==> config.mk <==
export PLATFORM = sky130hd
export DESIGN_NAME = serial_transmitter_flat
export DESIGN_NICKNAME = d
export VERILOG_FILES = /design/src/rtl/serial_transmitter_if.sv /design/src/rtl/serial_transmitter.sv /design/src/flat_wrapper.sv
export SDC_FILE = /design/constraint.sdc
export NUM_CORES = 1
export LEC_CHECK = 0
export BUFFER_PORTS_ARGS = -buffer_cell sky130_fd_sc_hd__buf_4
export CAP_MARGIN = 20
export CORE_MARGIN = 3
export CORE_UTILIZATION = 50
export CTS_CLUSTER_SIZE = 24
export DETAILED_ROUTE_END_ITERATION = 10
export GPL_TIMING_DRIVEN = 0
export PLACE_DENSITY_LB_ADDON = 0.1
export SYNTH_ARGS = -nofsm -noshare
export SYNTH_HDL_FRONTEND = slang
export SYNTH_SLANG_ARGS = --single-unit
==> constraint.sdc <==
create_clock -name clk -period 4.85 [get_ports clk]
set_input_delay 0.97 -clock clk [delete_from_list [all_inputs] [get_ports clk]]
set_output_delay 0.97 -clock clk [all_outputs]
set_load 0.02 [all_outputs]
==> src/rtl/serial_transmitter_if.sv <==
// Byte-request / serial-line bundle for the serial transmitter.
// The requester drives tx_data/tx_en; the transmitter drives the line and status flags.
interface serial_transmitter_if;
    logic [7:0] tx_data;
    logic       tx_en;
    logic       dout;
    logic       tx_status;
    logic       tx_done;

    modport master (
        output tx_data,
        output tx_en,
        input  dout,
        input  tx_status,
        input  tx_done
    );

    modport slave (
        input  tx_data,
        input  tx_en,
        output dout,
        output tx_status,
        output tx_done
    );
endinterface

==> src/rtl/serial_transmitter.sv <==
// Serialises one byte per request: start bit, 8 data bits LSB first, optional parity, stop bit.
// Every output is registered from the next-state values so the line changes exactly on bit boundaries.
module serial_transmitter #(
    parameter int CLKS_PER_BIT = 16,
    parameter int PARITY       = 0
) (
    input  logic                 clk,
    input  logic                 rst,
    serial_transmitter_if.slave  bus
);

    typedef enum logic [2:0] {
        S_IDLE,
        S_START,
        S_DATA,
        S_PARITY,
        S_STOP
    } state_t;

    localparam int DIV_W = (CLKS_PER_BIT > 2) ? $clog2(CLKS_PER_BIT) : 1;
    localparam logic [DIV_W-1:0] DIV_LAST = DIV_W'(CLKS_PER_BIT - 1);
    localparam logic [DIV_W-1:0] DIV_ONE  = DIV_W'(1);
    // Mode 3 falls back to no parity, same as mode 0.
    localparam bit PAR_EN  = (PARITY == 1) || (PARITY == 2);
    localparam bit PAR_ODD = (PARITY == 2);

    state_t           state_reg,  state_next;
    logic [DIV_W-1:0] div_reg,    div_next;
    logic [3:0]       bit_reg,    bit_next;
    logic [7:0]       shift_reg,  shift_next;
    logic             parity_reg, parity_next;
    logic             dout_reg,   dout_next;
    logic             status_reg, status_next;
    logic             done_reg,   done_next;

    always_ff @(posedge clk or posedge rst) begin
        if (rst) begin
            state_reg  <= S_IDLE;
            div_reg    <= '0;
            bit_reg    <= '0;
            shift_reg  <= '0;
            parity_reg <= 1'b0;
            dout_reg   <= 1'b1;
            status_reg <= 1'b0;
            done_reg   <= 1'b0;
        end else begin
            state_reg  <= state_next;
            div_reg    <= div_next;
            bit_reg    <= bit_next;
            shift_reg  <= shift_next;
            parity_reg <= parity_next;
            dout_reg   <= dout_next;
            status_reg <= status_next;
            done_reg   <= done_next;
        end
    end

    always_comb begin
        state_next  = state_reg;
        div_next    = div_reg;
        bit_next    = bit_reg;
        shift_next  = shift_reg;
        parity_next = parity_reg;

        if (state_reg == S_IDLE) begin
            if (bus.tx_en) begin
                state_next  = S_START;
                div_next    = '0;
                bit_next    = '0;
                shift_next  = bus.tx_data;
                parity_next = (^bus.tx_data) ^ PAR_ODD;
            end
        end else if (div_reg == DIV_LAST) begin
            div_next = '0;
            case (state_reg)
                S_START: begin
                    state_next = S_DATA;
                    bit_next   = '0;
                end
                S_DATA: begin
                    if (bit_reg == 4'd7) begin
                        state_next = PAR_EN ? S_PARITY : S_STOP;
                    end else begin
                        bit_next   = bit_reg + 4'd1;
                        shift_next = {1'b0, shift_reg[7:1]};
                    end
                end
                S_PARITY: state_next = S_STOP;
                S_STOP:   state_next = S_IDLE;
                default:  state_next = S_IDLE;
            endcase
        end else begin
            div_next = div_reg + DIV_ONE;
        end

        // Outputs follow the state being entered so they are valid for the whole cycle after the edge.
        dout_next = 1'b1;
        case (state_next)
            S_START:  dout_next = 1'b0;
            S_DATA:   dout_next = shift_next[0];
            S_PARITY: dout_next = parity_next;
            default:  dout_next = 1'b1;
        endcase
        status_next = (state_next != S_IDLE);
        done_next   = (state_next == S_STOP) && (div_next == DIV_LAST);
    end

    assign bus.dout      = dout_reg;
    assign bus.tx_status = status_reg;
    assign bus.tx_done   = done_reg;

endmodule

==> src/flat_wrapper.sv <==
// flat-port wrapper written by rule: the top's interface ports become plain ports
module serial_transmitter_flat 
#(
    parameter int CLKS_PER_BIT = 16,
    parameter int PARITY       = 0
)
  (clk, rst, bus_tx_data, bus_tx_en, bus_dout, bus_tx_status, bus_tx_done);
  serial_transmitter_if bus_i ();
  input  logic clk;
  input  logic rst;
  input wire logic [$bits(bus_i.tx_data)-1:0] bus_tx_data;
  input wire logic [$bits(bus_i.tx_en)-1:0] bus_tx_en;
  output wire logic [$bits(bus_i.dout)-1:0] bus_dout;
  output wire logic [$bits(bus_i.tx_status)-1:0] bus_tx_status;
  output wire logic [$bits(bus_i.tx_done)-1:0] bus_tx_done;
  assign bus_i.tx_data = bus_tx_data;
  assign bus_i.tx_en = bus_tx_en;
  assign bus_dout = bus_i.dout;
  assign bus_tx_status = bus_i.tx_status;
  assign bus_tx_done = bus_i.tx_done;
  serial_transmitter #(.CLKS_PER_BIT(CLKS_PER_BIT), .PARITY(PARITY)) u_core (.clk(clk), .rst(rst), .bus(bus_i));
endmodule
Word-level counts from Yosys, hierarchy flattened
Index checks and enable logic that the tools add are counted.

Register bits: 23. Input port bits: 11. Logic and storage cells: 54. Output and inout bits: 3.

Muxes and demuxes: 21. Eq/ne operators: 13. Add/subtract/negate cells: 2. Reductions and logical operators: 9.

Operator list (count): 8-bit two-way mux (5); 4-bit two-way mux (7); 3-bit by 2-bit == test with 1-bit output (second input constant) (4); 3-bit two-way mux (4); 3-bit one-hot mux with 3 select lines (1); 4-bit by 1-bit adder with 4-bit output (second input constant) (2); 4-bit == test (second input constant) (2); 4-bit one-hot mux with 2 select lines (1); 4-bit AND reduction (2); 8-bit XOR reduction (1); 3-bit by 1-bit == test with 1-bit output (second input constant) (2); 3-bit nonzero test (2); 4-bit by 3-bit == test with 1-bit output (second input constant) (1); 2-bit nonzero test (2); 3-bit == test (second input constant) (1); 3-bit zero test (1); 3-bit by 2-bit != test with 1-bit output (second input constant) (1); 1-bit one-hot mux with 3 select lines (1); 1-bit two-way mux (2); 2-bit by 1-bit != test with 1-bit output (second input constant) (1); 2-bit != test (second input constant) (1); 1-bit logical AND (1).

Logic depth before layout (Yosys ltp)
Gate-level depths: netlist of run 1.

Word-level depth: 7. Gate-level depth with buffers: 8. Gate-level depth less buffers: 6.

Worst setup path before layout of run 1
OpenSTA, ideal clock, no wires.

Path kind: input -> register. Start: input port bus_tx_en. End: register u_core.bit_reg[3]. Path buffers: 0. Stages: 4. Arrival time: 1.947 ns. Setup time: 0.069 ns. Slack: 2.834 ns. Path through: a21oi_1 -> a221o_1 -> or4_1 -> nand3_1.

Longest elaborated chain between the ends: 2.

Ends and longest elaborated chain: start, declared (line flat_wrapper.sv:12) `input wire logic [$bits(bus_i.tx_en)-1:0] bus_tx_en;`; 2-bit != test (no line); 4-bit AND reduction (no line); end signal, assigned (line serial_transmitter.sv:49) `bit_reg <= bit_next;`; end, declared (line serial_transmitter.sv:29) `logic [3:0] bit_reg, bit_next;`.

No other way between the ends. A chain may end at the register's enable or synchronous reset.

Worst setup path in the final report of run 1
Start: register u_core.div_reg[0]. End: register u_core.dout_reg, in the netlist u_core.bus.dout.

Longest elaborated chain between the ends: 5. Elaborated cells between the ends (all ways): 9.

Ends and longest elaborated chain: start, declared (line serial_transmitter.sv:28) `logic [DIV_W-1:0] div_reg, div_next;`; start signal, assigned (line serial_transmitter.sv:48) `div_reg <= div_next;`; 4-bit == test (*) (line serial_transmitter.sv:73) `end else if (div_reg == DIV_LAST) begin`; 3-bit two-way mux (line serial_transmitter.sv:73); 3-bit two-way mux (line serial_transmitter.sv:65) `if (state_reg == S_IDLE) begin`; 3-bit by 2-bit == test with 1-bit output / 3-bit by 1-bit == test with 1-bit output (equally long branches) (line serial_transmitter.sv:98) `case (state_next)`; 1-bit one-hot mux with 3 select lines (*) (line serial_transmitter.sv:98); net u_core.dout_next (line serial_transmitter.sv:32) `logic dout_reg, dout_next;`; end signal, assigned (line serial_transmitter.sv:52) `dout_reg <= dout_next;`; end, declared (line serial_transmitter.sv:32).

The timed path passes the listed nets; every way through them passes the cells marked *. The select of a mux whose other input is x is not followed.

==> results of run 1 <==
-- layout make-up --
class                           instances  share of cell area (%)
Multi-Input combinational cell         97                   42.69
Sequential cell                        23                   42.14
Buffer                                  5                   2.194
Clock buffer                            4                   1.920
Tap cell                               28                   2.559
Inverter                                5                   1.371
Timing Repair Buffer                   13                   7.130
-- kinds of logic (layout without fill, tap and decap cells) --
logic type / Yosys count / count (layout)
buf+inv: 10 / 27
fa+ha+maj: 2 / 2
compound gates: 27 / 27
mux: 1 / 1
simple gates: 60 / 60
flops: 23 / 23
xor+xnor: 7 / 7
-- per-layer routing --
layer,wire (um),track usage (%),up-vias
met5,0,0,-
met4,39,6.073,0
met3,90,5.630,6
met2,1038,27.17,19
met1,1109,21.11,462
li1,-,-,499
-- critical path, stage by stage, from the launching register on --
cell and delay (ns):
dfrtp_1 0.44, ha_1 0.27, and3_1 0.21, buf_6 0.13, and3_1 0.15, clkbuf_1 0.21
nor3_1 0.22, o21ai_0 0.11, a221o_1 0.36
-- worst max-delay path by stage --
stage / start / end / slack, ns / cells past startpoint
6_report: u_core.div_reg[0]$_DFF_PP0_ / u_core.bus.dout$_DFF_PP1_ / 2.67 / 8
5_1_grt: u_core.div_reg[0]$_DFF_PP0_ / u_core.bus.dout$_DFF_PP1_ / 2.53 / 8
3_3_place_gp: bus_tx_en / u_core.bit_reg[3]$_DFFE_PP0P_ / 2.64 / 5
3_5_place_dp: bus_tx_en / u_core.bit_reg[3]$_DFFE_PP0P_ / 2.62 / 5
4_1_cts: u_core.div_reg[0]$_DFF_PP0_ / u_core.bus.dout$_DFF_PP1_ / 2.68 / 8
2_1_floorplan: bus_tx_en / u_core.bit_reg[3]$_DFFE_PP0P_ / 2.83 / 4
-- cells in the final DEF (no fill, tap or decap), drive strengths merged, types with 3 or more instances in the layout --
master,n
nand2,27
dfrtp,22
buf,15
o21ai,9
nand3,8
a22oi,7
xnor2,7
clkbuf,7
nor2,5
inv,5
nand3b,3
a21oi,3
or3,3
o211ai,3
nor3,3
-- power groups by stage --
stage          clock network (mW)  registers [mW]  logic (mW)
4_1_cts                    0.0895           0.319       0.272
5_1_grt                    0.0967           0.330       0.311
3_5_place_dp                    0           0.322       0.271
2_1_floorplan                   0           0.318       0.202
3_3_place_gp                    0           0.321       0.264
6_report                   0.0863           0.320       0.272
-- per-stage QoR --
step	std cells	cell area, um2	util (%)
after global placement	171	1343	59.55
after floorplan	130	1210	-
after global routing	175	1369	60.71
after CTS	175	1369	60.71
after detailed placement	171	1343	59.55
final	175	1369	60.71
==> metrics.md, run 1 <==
| Metric | Value |
|---|---|
| Outcome | `completed` |
| Simple logic cell fraction of the synthesized area | `25.34%` |
| Flop2flop setup slack | `2.67 ns` |
| Overall power | `0.6785 mW` |
| Relative slew slack | `43.10%` |
| Synth area leader | `dfrtp_1` |
| Setup ws final | `between 2 and 3 ns` |
| Endpoints failing setup | `0` |
| Synth Area in Compound Gates | `14.89%` |
| Area used by multi-input combinational logic | `584.3 um2` |
| Vias post-DR | `986` |
| Seq/Total Area, Yosys | `between 40% and 50%` |
| Leakage power | `~0.62 nW` |
| Kind of critical path | `register to register` |
| Psw | `0.2658 mW` |
| Routed WL | `2.278 mm` |
| Critical Path End Type | `register` |
| Pre-CTS WS | `2.619 ns` |
| HPWL after DPL | `between 1.5 and 2 mm` |
| Syn nets | `around 140` |
| GR Overflow Total | `0` |
| # port buffers | `13` |
| CP max FO | `10` |
| R2R Path Start | `u_core.div_reg[0]$_DFF_PP0_` |
| Seq pwr share | `47.1%` |
| Synth cell count leaders | `nand2_1, dfrtp_1, o21ai_0` |
| Avg WL per Cell | `13.02 um` |
| Clock-pin slew on the worst setup and hold paths | `about 0.12 ns` |
| Seq cells post-synth | `23` |
| Total track usage | `16.91%` |
| Worst Path Required | `5.09 ns` |
| CTS H-tree depth | `1` |
| Core footprint | `2255 um2` |
| Peak VDD IR | `0.3306 mV` |
| Hold Buf Count CTS | `0` |
| Clk root buf | `clkbuf_4` |
| Top-area cell type share of the netlist area | `~46%` |
| Starting density of the core | `53.66%` |
| Clk buf depth | `2` |
| Maximum number of pins on one net before global-route repair | `24` |
| RSZ-0062 raised after global routing | `false` |
| Gate power share | `between 40% and 50%` |
| Post-synth EDFFs | `0` |
| Vias per cell | `5.634` |
| Fin crit period | `2.175 ns` |
| Sequential cell area | `576.8 um2` |
| Period utilisation layout | `between 40% and 50%` |
| Area contributors post-synth | `dfrtp_1, nand2_1, xnor2_1` |
| Hold EP | `u_core.shift_reg[5]$_DFFE_PP0P_` |
| Clock sink count | `23` |
| Max Slew Vio Count | `0` |
| YS warnings | `0` |
| Setup repair bufs after CTS | `0` |
| Syn Inst Count | `130` |
| Die area | `3046 um2` |
| Worst hold path cell count | `2` |
| Worst Reg-to-Reg Cells | `8` |
| Hold Crit Start | `u_core.shift_reg[5]$_DFFE_PP0P_` |
| CTS tree | `built` |
| Die X | `~55 um` |
| Pwr per Cell Area | `495.7 nW/um2` |
| Hold Vio Cnt, Final | `0` |
| First-pass GRT wire length | `3.657 mm` |
| Fill count | `a little under 200` |
| TritonCTS Buffers | `3` |
| Worst-Margin Slew | `0.8526 ns` |
| NumNets Final | `161` |
| Post-Synth XOR/XNOR Area | `5.067%` |
| Vias in the first global route | `slightly below 900` |
| Post-synthesis async set-or-reset flop share | `100.0%` |
| Multiplexer share of the synthesized area | `less than 1%` |
| N_diodes | `0` |
| R2r endpoint | `u_core.bus.dout$_DFF_PP1_` |
| Sw frac | `between 30% and 40%` |
| TNS Setup | `0 ns` |
| Most frequent cell after synthesis | `nand2_1` |
| Row count | `17` |
| Area Overhead vs Synth | `13.13%` |
| Gp weighted congestion | `a little over 0.8` |
| Distinct cell type count after synthesis | `34` |
| Number of flip-flops in the largest register | `8` |
| Post-Syn Area | `1210 um2` |
| Post-Route Skew | `0.01044 ns` |
| P_int | `just over 0.4 mW` |
| Main combinational cell family by area after synthesis | `simple AND/OR/NAND/NOR gates` |
| Initial antenna violation count | `0` |
| Die Y | `roughly 55 um` |
| Fin Hold WS | `0.4960 ns` |
| Number of max-cap violations | `0` |
| Share of cells above drive strength 1 | `15.65%` |
| DR iter-0 viols | `22` |
| CTS-repair resized insts | `0` |
| Skew-Pair Late Insertion Delay | `roughly 0.31 ns` |
| Hold Crit Class | `register to register` |
| Number of remaining DRC errors | `0` |
| Clk pwr share | `12.7%` |
| ANT nets after route | `0` |
| Ports | `14` |
| Primary FF master, synth | `dfrtp_1` |
| Synthesized area per cell | `roughly 9.3 um2` |
| Fmax | `0.4597 GHz` |
| Critical Path Start Type | `register` |
| Pre-antenna DRT Iters | `4` |
| Crit path DAT | `2.42 ns` |
| Synth Area in Adders | `2.068%` |
Power figures use the tool's default switching activity.
==> run 2: changes to the inputs <==
Clock period 4.85 ns to 2.13 ns, I/O delays scaled along.
==> run 2 against run 1 <==
  * Design area increased by 3.6%
  * Clock skew decreased by 0.0018 ns
  * Cell count increased by 1.7%
  * Sequential share of layout area decreased by 1.5 points
  * Clock-buffer cell count unchanged
  * Non-clock buffer count increased by 3
  * Register-to-register slack got worse by 2.6 ns
  * Sequential cell count unchanged
  * Critical path type unchanged
  * Critical endpoint is now u_core.bit_reg[3]$_DFFE_PP0P_
  * Largest power group unchanged
==> metrics.md, run 2 (same netlist as run 1, synthesis figures left out) <==
| Metric | Value |
|---|---|
| Outcome | `completed` |
| Endpoints failing setup | `0` |
| Post-Layout Inst Area | `1418 um2` |
| Starting density of the core | `53.66%` |
| Fin crit period | `2.022 ns` |
| Pre-antenna DRT Iters | `4` |
| CTS H-tree depth | `1` |
| Avg WL per Cell | `13.17 um` |
| Hold Crit Class | `primary input to asynchronous set/reset pin` |
| Area Overhead vs Synth | `17.17%` |
| Clk root buf | `clkbuf_4` |
| Critical Path End Type | `register` |
| Worst Path Required | `about 2.4 ns` |
| Share of cells above drive strength 1 | `20.00%` |
| CP max FO | `10` |
| Fmax | `0.4945 GHz` |
| CP startpoint | `u_core.div_reg[0]$_DFF_PP0_` |
| R2R Path Start | `u_core.div_reg[0]$_DFF_PP0_` |
| HPWL after DPL | `1.708 mm` |
| Gp weighted congestion | `0.8171` |
| TNS Setup | `0 ns` |
| TritonCTS Buffers | `3` |
| Die Y | `between 50 and 60 um` |
| Core footprint | `2255 um2` |
| First-pass GRT wire length | `3.760 mm` |
| Initial antenna violation count | `0` |
| Hold Buf Count CTS | `0` |
| Relative slew slack | `42.96%` |
| Hold Vio Cnt, Final | `0` |
| Ports | `14` |
| Skew-Pair Late Insertion Delay | `0.31 ns` |
| Routed WL | `about 2.3 mm` |
| Number of remaining DRC errors | `0` |
| NumNets Final | `164` |
| Vias in the first global route | `888` |
| Kind of critical path | `register to register` |
| Row count | `17` |
| Setup ws final | `0.1078 ns` |
| Dpl cell area | `1343 um2` |
| Pre-CTS WS | `-0.003504 ns` |
| Peak VDD IR | `0.7681 mV` |
| Vias per cell | `5.663` |
| Clk buf depth | `2` |
| Maximum number of pins on one net before global-route repair | `24` |
| Clock sink count | `23` |
| Clock-pin slew on the worst setup and hold paths | `0.12 ns` |
| Post-Route Skew | `0.008639 ns` |
| Worst-Margin Slew | `0.8546 ns` |
| Number of max-cap violations | `0` |
| N_diodes | `0` |
| GR Overflow Total | `0` |
| CTS tree | `built` |
| Vias post-DR | `1008` |
| Overall power | `1.642 mW` |
| Number of flip-flops in the largest register | `8` |
| Total track usage | `between 15 and 20%` |
| ANT nets after route | `0` |
| Die X | `roughly 55 um` |
| Leakage power | `between 0.6 and 0.7 nW` |
| Pwr per Cell Area | `1159 nW/um2` |
| Commonest non-fill, non-tap cell in the layout | `nand2_1` |
| Most frequent cells in the layout | `nand2_1, dfrtp_1, buf_4` |
| Period utilisation layout | `between 90% and 100%` |
| Max Slew Vio Count | `0` |
| Fin Hold WS | `0.2837 ns` |
| Critical Path Start Type | `register` |
| Die area | `3046 um2` |
| # port buffers | `13` |
| DR iter-0 viols | `19` |
| Crit path DAT | `2.27 ns` |
==> run 2: changes by cell type in the layout (fill, tap and decap cells not counted), sizes merged <==
cell / previous run / this run
buf: 15 / 19
clkbuf: 7 / 6
==> run 2: what timing repair did <==
item	CTS	global route
endpoints found under the setup margin	2	5
pin swaps	0	2
gates resized for setup	2	2
setup buffers	0	4
==> run 2: final timing paths <==
check                                             endpoint  slack (ns)  depth (start not counted)
min in group clk           u_core.shift_reg[7]$_DFFE_PP0P_        0.34                          3
min reg2reg                u_core.shift_reg[5]$_DFFE_PP0P_        0.49                          2
max reg2reg                  u_core.bit_reg[3]$_DFFE_PP0P_        0.11                          7
min                            u_core.div_reg[0]$_DFF_PP0_        0.28                          2
max                          u_core.bit_reg[3]$_DFFE_PP0P_        0.11                          7
max in group asynchronous    u_core.state_reg[2]$_DFF_PP0_        1.32                          2
==> run 2: where the power goes <==
group | switching, mW | leakage [nW] | internal [mW]
sequential | 0.125 | 0.282 | 0.612
combinational | 0.389 | 0.345 | 0.323
clock | 0.121 | 0.0150 | 0.0731
total | 0.635 | 0.642 | 1.01
==> run 2: area by class of cell <==
cell class                      count  area (um2)
Timing Repair Buffer               17       127.6
Buffer                              4       26.28
Tap cell                           28       35.03
Clock buffer                        4       26.28
Fill cell                         187       837.1
Sequential cell                    23       576.8
Multi-Input combinational cell     97       606.8
Inverter                            5       18.77
==> run 2: metrics by stage <==
stage / cells / util [%]
2_1_floorplan: 130 / -
3_3_place_gp: 171 / 59.55
3_5_place_dp: 171 / 59.55
4_1_cts: 175 / 61.04
5_1_grt: 178 / 62.87
6_report: 178 / 62.87
==> run 2: metal layers <==
layer	routed length [um]	up-vias	GRT usage (%)
met5	0	-	0
met3	121	6	5.630
li1	-	505	-
met1	1057	470	21.62
met4	39	0	6.073
met2	1126	27	28.15
==> run 2: worst max-delay path, stage by stage, from the launching register on <==
cell and delay, ns:
dfrtp_1 0.45, ha_4 0.18, and3_1 0.17, buf_6 0.13, nand3_1 0.08, a221o_1 0.38, or4_1 0.48, nand3_1 0.10
==> run 3: changes to the inputs <==
Settings changed: BUFFER_PORTS_ARGS -buffer_cell sky130_fd_sc_hd__buf_4 to default, DONT_BUFFER_PORTS from default to 1.
==> run 3 against run 2 <==
  * Cell count fell by 7.3%
  * Worst setup slack got worse by 0.013 ns
  * Sequential share of layout area rose by 2.8 points
  * Register-to-register slack barely moved
  * Non-clock buffer count fell by 13
==> metrics.md, run 3 (same netlist as run 1, synthesis figures left out) <==
| Metric | Value |
|---|---|
| Die X | `55.19 um` |
| Total track usage | `between 10% and 20%` |
| Critical Path End Type | `register` |
| Vias in the first global route | `roughly 830` |
| Clk buf depth | `2` |
| Pwr per Cell Area | `1222 nW/um2` |
| Number of max-cap violations | `0` |
| Initial antenna violation count | `0` |
| Ports | `14` |
| Hold Vio Cnt, Final | `0` |
| Worst Path Required | `2.38 ns` |
| Vias post-DR | `941` |
| R2r endpoint | `u_core.bit_reg[3]$_DFFE_PP0P_` |
| Skew-Pair Late Insertion Delay | `~0.30 ns` |
| Clock-pin slew on the worst setup and hold paths | `roughly 0.13 ns` |
| Relative slew slack | `42.41%` |
| Fmax | `approximately 0.5 GHz` |
| Gp weighted congestion | `0.7937` |
| Avg WL per Cell | `between 10 and 15 um` |
| GR Overflow Total | `0` |
| Row count | `17` |
| Fin Hold WS | `0.1731 ns` |
| Hold Crit Class | `primary input to asynchronous set/reset pin` |
| Maximum number of pins on one net before global-route repair | `24` |
| Number of remaining DRC errors | `0` |
| Cell Chain, Critical Path | `ha_4, and3_1, buf_6, nand3_1, a221o_1, or4_1, nand3_1` |
| Die Y | `between 50 and 60 um` |
| TritonCTS Buffers | `3` |
| NumNets Final | `151` |
| DR iter-0 viols | `37` |
| Hold Buf Count CTS | `0` |
| Endpoints failing setup | `0` |
| Fin crit period | `~2.0 ns` |
| N_diodes | `0` |
| Flop2flop setup slack | `between 0.09 and 0.1 ns` |
| Core footprint | `between 2000 and 2500 um2` |
| Commonest non-fill, non-tap cell in the layout | `nand2_1` |
| Worst path max stage delay | `0.49 ns` |
| Worst-Margin Slew | `around 0.86 ns` |
| First-pass GRT wire length | `3.746 mm` |
| Most frequent cells in the layout | `nand2_1, dfrtp_1, o21ai_0` |
| Clock sink count | `23` |
| R2R Path Start | `u_core.div_reg[0]$_DFF_PP0_` |
| ANT nets after route | `0` |
| Period utilisation layout | `95.56%` |
| Crit path DAT | `about 2.3 ns` |
| CP startpoint | `u_core.div_reg[0]$_DFF_PP0_` |
| Kind of critical path | `register to register` |
| Max Slew Vio Count | `0` |
| Cell repeated most along the worst path | `nand3_1` |
| Peak VDD IR | `0.6844 mV` |
| Worst path slowest cell | `or4_1` |
| Final core utilization | `58.88%` |
| Starting density of the core | `53.66%` |
| Worst Reg-to-Reg Cells | `7` |
| Post-Route Skew | `0.001374 ns` |
| Leakage power | `roughly 0.58 nW` |
| Vias per cell | `5.703` |
| HPWL after DPL | `1.675 mm` |
| # port buffers | `0` |
| Area Overhead vs Synth | `9.721%` |
| Outcome | `completed` |
| Share of cells above drive strength 1 | `13.14%` |
| TNS Setup | `0 ns` |
| CP max FO | `10` |
| CTS tree | `built` |
| CTS H-tree depth | `1` |
| Pre-antenna DRT Iters | `4` |
| Routed WL | `2.328 mm` |
| Number of flip-flops in the largest register | `8` |
| Critical Path Start Type | `register` |
| Die area | `3046 um2` |
| Clk root buf | `clkbuf_4` |
run 3: changes by cell type in the layout (fill, tap and decap cells not counted):
cell,delta
nor3b_2,-1
buf_4,-13
clkinv_2,+1
clkbuf_1,-1
nor3b_4,+1
run 3: how the worst max path moves through the flow:
stage,endpoint,slack [ns],depth (start not counted)
after floorplan,u_core.bus.dout$_DFF_PP1_,0.16,8
after global placement,u_core.bus.dout$_DFF_PP1_,-0.02,8
after detailed placement,u_core.bus.dout$_DFF_PP1_,-0.03,8
after CTS,u_core.bit_reg[3]$_DFFE_PP0P_,0.004,7
after global routing,u_core.bit_reg[3]$_DFFE_PP0P_,-0.0008,7
final,u_core.bit_reg[3]$_DFFE_PP0P_,0.09,7
run 3: area by class of cell:
class | instances | area, um2
timing repair buffer | 4 | 30.03
clock buffer | 3 | 22.52
fill | 206 | 927.1
buffer | 4 | 26.28
multi-input combinational | 97 | 613.1
inverter | 5 | 18.77
clock inverter | 1 | 5.005
tap | 28 | 35.03
sequential | 23 | 576.8
run 3: worst max-delay path: cells and delay by family, from the launching register on:
kind | cells | cell delay [ns]
AO/OA/AOI/OAI | 1 | 0.36
adder cells (fa/ha/maj) | 1 | 0.18
buffers and inverters | 1 | 0.13
flip-flops | 1 | 0.47
AND/OR/NAND/NOR | 4 | 0.84
run 3: per-layer routing:
| layer | vias to the layer above | part of all wire, % | GRT usage (%) |
|---|---|---|---|
| met4 | 0 | 0.56 | 6.478 |
| met3 | 2 | 4.6 | 3.753 |
| met5 | - | 0 | 0 |
| met1 | 443 | 48 | 23.21 |
| li1 | 476 | - | - |
| met2 | 20 | 47 | 26.57 |
run 3: where the power goes:
| group | internal (mW) | switching, mW |
|---|---|---|
| logic | 0.304 | 0.356 |
| registers | 0.613 | 0.150 |
| clock network | 0.0700 | 0.129 |
| total | 0.987 | 0.636 |
run 3: timing repair:
action	4_1_cts	5_1_grt
setup buffers	0	4
setup endpoints to repair	1	2
gates resized for setup	1	4
gates cloned	0	0
pin swaps	0	2
run 3: stage by stage:
stage          total power [mW]  worst slack (ns)  instances  instance area [um2]
2_1_floorplan             1.186            0.1599        130                 1210
3_3_place_gp              1.295          -0.01717        158                 1245
3_5_place_dp              1.315          -0.02826        158                 1245
4_1_cts                   1.523          0.003723        161                 1274
5_1_grt                   1.770        -0.0008276        165                 1328
6_report                  1.622           0.09459        165                 1328
